[config.mk]
export PLATFORM = sky130hd
export DESIGN_NAME = multi_timer
export DESIGN_NICKNAME = d
export VERILOG_FILES = /design/src/rtl/multi_timer.sv
export SDC_FILE = /design/constraint.sdc
export NUM_CORES = 1
export LEC_CHECK = 0
export ABC_AREA = 0
export BUFFER_PORTS_ARGS = -buffer_cell sky130_fd_sc_hd__buf_2
export CAP_MARGIN = 40
export CORE_MARGIN = 2
export CORE_UTILIZATION = 60
export CTS_CLUSTER_SIZE = 40
export DETAILED_ROUTE_END_ITERATION = 12
export PLACE_DENSITY_LB_ADDON = 0.3
export SLEW_MARGIN = 20
export SYNTH_ARGS = -nofsm -noshare
export SYNTH_HDL_FRONTEND = slang
export SYNTH_SLANG_ARGS = --single-unit
[constraint.sdc]
create_clock -name clk -period 7.35 [get_ports clk]
set_input_delay 0.735 -clock clk [delete_from_list [all_inputs] [get_ports clk]]
set_output_delay 0.735 -clock clk [all_outputs]
set_load 0.01 [all_outputs]
[src/rtl/multi_timer.sv]
// multi_timer: CHANNELS prescaled up-counters with compare match, periodic/one-shot modes and sticky irq.
// Define MULTI_TIMER_CHAIN_EN to let channel k>=1 count the match/wrap events of channel k-1.
module multi_timer #(
    parameter int CHANNELS        = 4,
    parameter int WIDTH           = 32,
    parameter int PRESCALER_WIDTH = 9,
    localparam int CH_W           = (CHANNELS > 1) ? $clog2(CHANNELS) : 1
) (
    input  logic                clk,
    input  logic                reset,
    input  logic                chipSelect,
    input  logic                write,
    input  logic                writeCommand,
    input  logic [CH_W-1:0]     channel,
    input  logic                regSelect,
    input  logic [31:0]         dataIn,
    output logic [31:0]         dataOut,
    output logic [CHANNELS-1:0] irq
);

    localparam logic [2:0] OP_DIV   = 3'd1;
    localparam logic [2:0] OP_START = 3'd2;
    localparam logic [2:0] OP_STOP  = 3'd3;
    localparam logic [2:0] OP_CLEAR = 3'd4;

    logic [CHANNELS-1:0][WIDTH-1:0]           counter_q, counter_d;
    logic [CHANNELS-1:0][WIDTH-1:0]           compare_q, compare_d;
    logic [CHANNELS-1:0][PRESCALER_WIDTH-1:0] divider_q, divider_d;
    logic [CHANNELS-1:0][PRESCALER_WIDTH-1:0] divide_by_q, divide_by_d;
    logic [CHANNELS-1:0]                      running_q, running_d;
    logic [CHANNELS-1:0]                      one_shot_q, one_shot_d;
    logic [CHANNELS-1:0]                      pending_q, pending_d;
    logic [CHANNELS-1:0]                      overflow_q, overflow_d;
    logic [CHANNELS-1:0]                      chained_w;
    logic [2:0]                               opcode;

    assign opcode = dataIn[2:0];
    assign irq    = pending_q;

`ifdef MULTI_TIMER_CHAIN_EN
    logic [CHANNELS-1:0] chained_q, chained_d;
    assign chained_w = chained_q;
`else
    assign chained_w = '0;
`endif

    always_comb begin
        logic                       sel, cmd, wr, chain_mode, div_tick, tick, wrap, hit, ev, prev_ev;
        logic [PRESCALER_WIDTH-1:0] div_last;
        logic [WIDTH-1:0]           nxt;

        counter_d   = counter_q;
        compare_d   = compare_q;
        divider_d   = divider_q;
        divide_by_d = divide_by_q;
        running_d   = running_q;
        one_shot_d  = one_shot_q;
        pending_d   = pending_q;
        overflow_d  = overflow_q;
`ifdef MULTI_TIMER_CHAIN_EN
        chained_d   = chained_q;
`endif
        sel = 1'b0; cmd = 1'b0; wr = 1'b0; chain_mode = 1'b0; div_tick = 1'b0;
        tick = 1'b0; wrap = 1'b0; hit = 1'b0; ev = 1'b0; prev_ev = 1'b0;
        div_last = '0;
        nxt = '0;

        for (int k = 0; k < CHANNELS; k++) begin
            sel = (channel == CH_W'(k));
            cmd = sel && chipSelect && writeCommand;
            wr  = sel && chipSelect && write && !writeCommand;
`ifdef MULTI_TIMER_CHAIN_EN
            chain_mode = (k != 0) && chained_q[k];
`else
            chain_mode = 1'b0;
`endif
            // divideBy of 0 acts as 1; >= also recovers if divideBy shrinks below the divider
            div_last = (divide_by_q[k] == '0) ? '0 : divide_by_q[k] - PRESCALER_WIDTH'(1);
            div_tick = (divider_q[k] >= div_last);
            if (running_q[k] && !chain_mode)
                divider_d[k] = div_tick ? '0 : divider_q[k] + PRESCALER_WIDTH'(1);

            tick = running_q[k] && (chain_mode ? prev_ev : div_tick)
                   && !(cmd && opcode == OP_STOP) && !(wr && !regSelect);
            nxt  = counter_q[k] + WIDTH'(1);
            wrap = (counter_q[k] == '1);
            hit  = (nxt == compare_q[k]);
            ev   = tick && (wrap || hit);

            if (tick) begin
                if (wrap)
                    overflow_d[k] = 1'b1;
                if (hit) begin
                    pending_d[k] = 1'b1;
                    if (one_shot_q[k]) begin
                        counter_d[k] = compare_q[k];
                        running_d[k] = 1'b0;
                    end else begin
                        counter_d[k] = '0;
                    end
                end else begin
                    counter_d[k] = nxt;
                end
            end
            prev_ev = ev;

            if (wr) begin
                if (regSelect)
                    compare_d[k] = dataIn[WIDTH-1:0];
                else
                    counter_d[k] = dataIn[WIDTH-1:0];
            end

            // commands are applied last so clear and stop override same-cycle tick results
            if (cmd) begin
                case (opcode)
                    OP_DIV:   divide_by_d[k] = dataIn[PRESCALER_WIDTH+2:3];
                    OP_START: begin
                        running_d[k]  = 1'b1;
                        divider_d[k]  = '0;
                        one_shot_d[k] = dataIn[3];
`ifdef MULTI_TIMER_CHAIN_EN
                        chained_d[k]  = dataIn[4];
`endif
                    end
                    OP_STOP:  running_d[k] = 1'b0;
                    OP_CLEAR: begin
                        pending_d[k]  = 1'b0;
                        overflow_d[k] = 1'b0;
                    end
                    default: ;
                endcase
            end
        end
    end

    always_ff @(posedge clk or negedge reset) begin
        if (!reset) begin
            counter_q   <= '0;
            compare_q   <= '0;
            divider_q   <= '0;
            divide_by_q <= '0;
            running_q   <= '0;
            one_shot_q  <= '0;
            pending_q   <= '0;
            overflow_q  <= '0;
        end else begin
            counter_q   <= counter_d;
            compare_q   <= compare_d;
            divider_q   <= divider_d;
            divide_by_q <= divide_by_d;
            running_q   <= running_d;
            one_shot_q  <= one_shot_d;
            pending_q   <= pending_d;
            overflow_q  <= overflow_d;
        end
    end

`ifdef MULTI_TIMER_CHAIN_EN
    always_ff @(posedge clk or negedge reset) begin
        if (!reset)
            chained_q <= '0;
        else
            chained_q <= chained_d;
    end
`endif

    always_comb begin
        dataOut = '0;
        for (int k = 0; k < CHANNELS; k++) begin
            if (reset && channel == CH_W'(k)) begin
                if (!regSelect) begin
                    dataOut = 32'(counter_q[k]);
                end else begin
                    dataOut[0] = running_q[k];
                    dataOut[1] = one_shot_q[k];
                    dataOut[2] = pending_q[k];
                    dataOut[3] = overflow_q[k];
                    dataOut[4] = chained_w[k];
                    dataOut[16 +: PRESCALER_WIDTH] = divide_by_q[k];
                end
            end
        end
    end

endmodule

# Word level (Yosys, flattened, before mapping)
# Index checks and enable logic that the tools add are counted.
# classes
n_eq_ne	15
n_mux	112
n_addsub	12
order_cmp	4
n_reduce_logical	67
# op_table
operator	count
2-to-1 mux 32 bit	24
2-to-1 mux 9 bit	24
adder 32 x 1 -> 32 bit, second input constant	4
equality test 32 bit	4
equality test 32 bit, second input constant	4
2-to-1 mux 1 bit	48
2-to-1 mux 11 bit	4
logical AND 1 bit	40
adder 9 x 1 -> 9 bit, second input constant	4
>= comparator 9 bit	4
logical NOT 9 bit	4
subtractor 9 x 1 -> 9 bit, second input constant	4
2-to-1 mux 7 bit	4
AND reduction 2 bit	12
2-to-1 mux 5 bit	4
logical NOT 1 bit	10
case mux 1 bit (2 select lines)	4
equality test 3 x 2 -> 1 bit, second input constant	2
equality test 2 bit, second input constant	2
equality test 3 x 1 -> 1 bit, second input constant	1
equality test 3 bit, second input constant	1
equality test 2 x 1 -> 1 bit, second input constant	1
logical NOT 2 bit	1
# totals
reg_bits	344
word_cells	233
output_inout_bits	36
input_bits	40

# Longest topological paths before layout
# logic_depth
ltp_word	10
depth_mapped	20

# Worst setup path after synthesis
# Ideal clock, no wire load.
# synth_timing
path_kind	flip-flop to flip-flop
startpoint	register divide_by_q[27] (netlist bit)
endpoint	register counter_q[100] (netlist bit)
stages_incl_launch_ff	21
path_buffers	3
arrival_ns	4.073
setup_slack_ns	3.134
cell_sequence	dfrtp_1 inv_1 ha_1 nand2_1 or3_1 or3_1 or2_2 clkbuf_1 and2_1 ha_1 nand2b_1 a21o_1 a21o_1 a21oi_1 o21a_1 o21ai_0 o211ai_1 or2_2 clkbuf_1 clkbuf_1 o221ai_1
# synth_lines
element	line_no	text
start, declared	29	logic [CHANNELS-1:0][PRESCALER_WIDTH-1:0] divide_by_q, divide_by_d;
start signal, assigned	151	divide_by_q <= divide_by_d;
end signal, assigned	148	counter_q <= counter_d;
end, declared	26	logic [CHANNELS-1:0][WIDTH-1:0] counter_q, counter_d;

==> results.md <==
* Worst-case hold slack at 0.1346 ns
* Dpl ws at 2.098 ns
* H-tree Lvls at 2
* Most frequent cells in the layout: dfrtp_1 (344), nand2_1 (334), nor2_1 (228)
* CP endpoint kind: register
* Clock transition at the registers of the reported paths at 0.06 ns
* Clk network pwr share at 24.0%
* NetSw at 3.831 mW
* First-pass GRT wire length at 143,900 um
* Reg power frac at 39.6%
* Largest family of logic cells by synthesized area: simple AND/OR/NAND/NOR gates
* Area fraction in compound gates after synthesis at 13.57%
* Root buf cell: clkbuf_16
* Placed cell area at 0.02591 mm^2
* Crit Reg-Reg Startpoint: divide_by_q[27]
* Gr usage total at 43.69%
* Area grow syn2layout at 8.285%
* DRC at 0
* Sequential share of the synthesized area at 34.01%
* Mux contribution to synthesized area at 12.65%
* Final Setup Violations at 0
* Reg2Reg Depth at 18
* Slowest stage delay, CP at 0.63 ns
* TNS Setup at 0 ns
* Max Clock Freq at 0.2010 GHz
* Dpl hpwl at 67,600 um
* Post-Synth Simple-Gate Area at 22.51%
* Comb pwr share at 36.4%
* Net Sw Frac at 42.09%
* Commonest non-fill, non-tap cell in the layout: dfrtp_1
* Critical path arrival at 5.40 ns
* Initial antenna violation count at 6
* Count of state elements after synthesis at 344
* Syn avg cell area at 8.764 um^2
* Util after Layout at 65.64%
* Drt wl/cell at 28.21 um
* Cts bufs inserted at 40
* Crit start category: register
* Initial core utilization at 60.61%
* Vias at 23.59k
* Die Y at 209.4 um
* CORE AREA at 0.04176 mm^2
* Worst Setup Path Type: reg2reg
* Max Cap Viol at 0
* Peak VDD IR at 289.2 uV
* Final #Nets at 2,907
* IO Port Bufs at 75
* Status: completed
* Xor and xnor area share after synthesis at 10.02%
* Yosys cell types at 93
* Layout cell share with drive strength beyond 1 at 14.85%
* Final cycle utilization of the critical path at 67.69%
* PD cells at 332.1 mW/mm^2
* Slew HR at 33.10%
* Post-synth EDFFs at 0
* Clock latency on the worst-skew pair at 0.59 ns
* Clock Skews at 0.02255 ns
* Asr flop ratio synth at 100.0%
* Synth Flop Type: dfrtp_1
* FF-to-FF setup slack at 2.37 ns
* # rows at 75
* Synth Area in Adders at 2.373%
* Min Tclk post-route at 4.975 ns
* Post_cts resized at 0
* Worst Max-Slew Pin Slew at 0.9930 ns
* Pins Over Slew Limit at 0
* Final wirelength at 95,720 um
* Vias/cell at 6.953
* TritonRoute pass-1 iters at 6
* Clock Path Buffers at 3
* Post-Syn Nets at 2,976
* Vias in the first global route at 22.38k
* Placer Congestion at 1.046
* RSZ-0062 raised after global routing: no
* Synthesis Warnings at 0
* CP max FO at 36
* Post-CTS setup buffers at 0
* Setup ws final at 2.375 ns
* Pin count of the biggest net entering global routing at 80
* Slowest-stage cell, CP: or2_2
* P_int at 5.271 mW
* Req. time, crit path at 7.78 ns
* RR Endpoint: counter_q[99]
* Final global-route overflow total at 0
* Worst min-delay path category: in2async
* Final Instance Area at 0.02741 mm^2
* Synthesized area at 0.02531 mm^2
* Die Wd at 209.4 um
* CTS Sinks at 344
* Final hold vios at 0
* First DRT Iteration DRCs at 3,105
* CTS Hold Bufs at 0
* Cell leakage power at 11.49 nW
* Gate Count Post-Synth at 2,888
* Crit-path cells: inv_1 > ha_1 > nand2_1 > or3_1 > or3_1 > or2_2 > and2_1 > ha_1 > nand2b_1 > a21o_1 > a21o_1 > a21oi_1 > o21a_1 > o21ai_0 > o211ai_1 > buf_4 > or2_2 > o221ai_1
* Antenna viol nets, final at 0
* Top-level I/O count at 76
* Die ar. at 0.04385 mm^2
* CTS tree: yes
-- power groups by stage --
| stage | logic [mW] | clock network, mW | registers (mW) |
|---|---|---|---|
| 2_1_floorplan | 2.82 | 0 | 2.82 |
| 3_3_place_gp | 3.12 | 0 | 3.55 |
| 3_5_place_dp | 3.22 | 0 | 3.57 |
| 4_1_cts | 3.25 | 2.20 | 3.54 |
| 5_1_grt | 3.62 | 2.27 | 3.65 |
| 6_report | 3.31 | 2.19 | 3.60 |
-- layout make-up --
cell class / count / area, um^2
multi-input combinational: 2252 / 15520
fill: 3483 / 14350
sequential: 344 / 8608
clock buffer: 54 / 1165
timing repair buffer: 126 / 970.9
tap: 539 / 674.4
clock inverter: 17 / 249.0
inverter: 55 / 206.4
antenna: 6 / 15.01
-- Yosys cell counts, drive strengths merged (7+ instances only) --
cell | count | area, um^2
o211ai | 16 | 120.1
xor2 | 109 | 954.7
inv | 55 | 206.5
nand2b | 34 | 212.7
nor2 | 235 | 884.6
nor4 | 39 | 307.8
a211oi | 12 | 90.09
and3 | 55 | 344.1
or4 | 14 | 108.9
nor2b | 38 | 237.7
nand2 | 334 | 1254
xnor2 | 149 | 1305
or3 | 18 | 117.6
nor3 | 76 | 390.4
mux2i | 96 | 960.9
nand3b | 7 | 52.55
mux4 | 19 | 427.9
nand4 | 71 | 489.2
buf | 74 | 410.4
and4 | 20 | 177.7
a31oi | 44 | 275.3
o31ai | 13 | 102.6
o221ai | 30 | 262.8
ha | 48 | 600.6
o311ai | 9 | 78.83
o22ai | 51 | 319.1
a221o | 13 | 130.1
a21oi | 86 | 430.4
a311oi | 9 | 78.83
and2 | 17 | 106.4
a41oi | 7 | 61.31
mux2 | 161 | 1813
o21a | 15 | 112.6
clkbuf | 163 | 614.3
nand3 | 138 | 695.7
a21o | 16 | 120.1
nor3b | 11 | 82.58
dfrtp | 344 | 8608
or2 | 17 | 106.4
o21ai | 135 | 675.7
-- worst max-delay path by stage --
| stage | startpoint | to | slack (ns) | cells past startpoint |
|---|---|---|---|---|
| final | divide_by_q[27] | counter_q[99] | 2.37 | 18 |
| after global routing | divide_by_q[27] | counter_q[97] | 2.10 | 18 |
| after CTS | divide_by_q[9] | counter_q[52] | 2.09 | 16 |
| after detailed placement | divide_by_q[9] | counter_q[52] | 2.10 | 16 |
| after global placement | divide_by_q[9] | counter_q[52] | 2.20 | 16 |
| after floorplan | divide_by_q[27] | counter_q[100] | 3.13 | 20 |
-- stage by stage --
step / power, mW / cells
global placement: 6.671 / 3298
finish: 9.101 / 3393
floorplan: 5.639 / 2888
CTS: 8.990 / 3383
detailed placement: 6.792 / 3312
global route: 9.547 / 3387
-- state kept, by name, indices dropped and copies added, names as in the netlist --
name	flops
compare_q	128
one_shot_q	4
irq	4
counter_q	128
overflow_q	4
running_q	4
divider_q	36
divide_by_q	36
-- critical path, delay by kind of cell (launching register included) --
kind,cells,cell delay [ns]
AOI/OAI and AO/OA,7,1.31
and+or+nand+nor,7,2.10
adders and majority gates,2,0.44
DFF,1,0.39
buffers and inverters,2,0.59
-- layer usage --
metal | wire [um] | vias to the layer above | part of all wire [%] | global-route usage [%]
met3 | 11800 | 361 | 12 | 12.91
met1 | 36040 | 11474 | 38 | 56.50
met5 | 13 | - | 0.014 | 0
li1 | - | 10268 | - | -
met2 | 41140 | 1486 | 43 | 64.86
met4 | 6734 | 2 | 7.0 | 26.50
-- cells by family after synthesis --
group,Yosys count
DFF,344
adders and majority gates,48
buffers and inverters,292
AOI/OAI and AO/OA,520
and+or+nand+nor,1138
muxes,276
xor gates and xnor gates,270
Power figures use the tool's default switching activity.
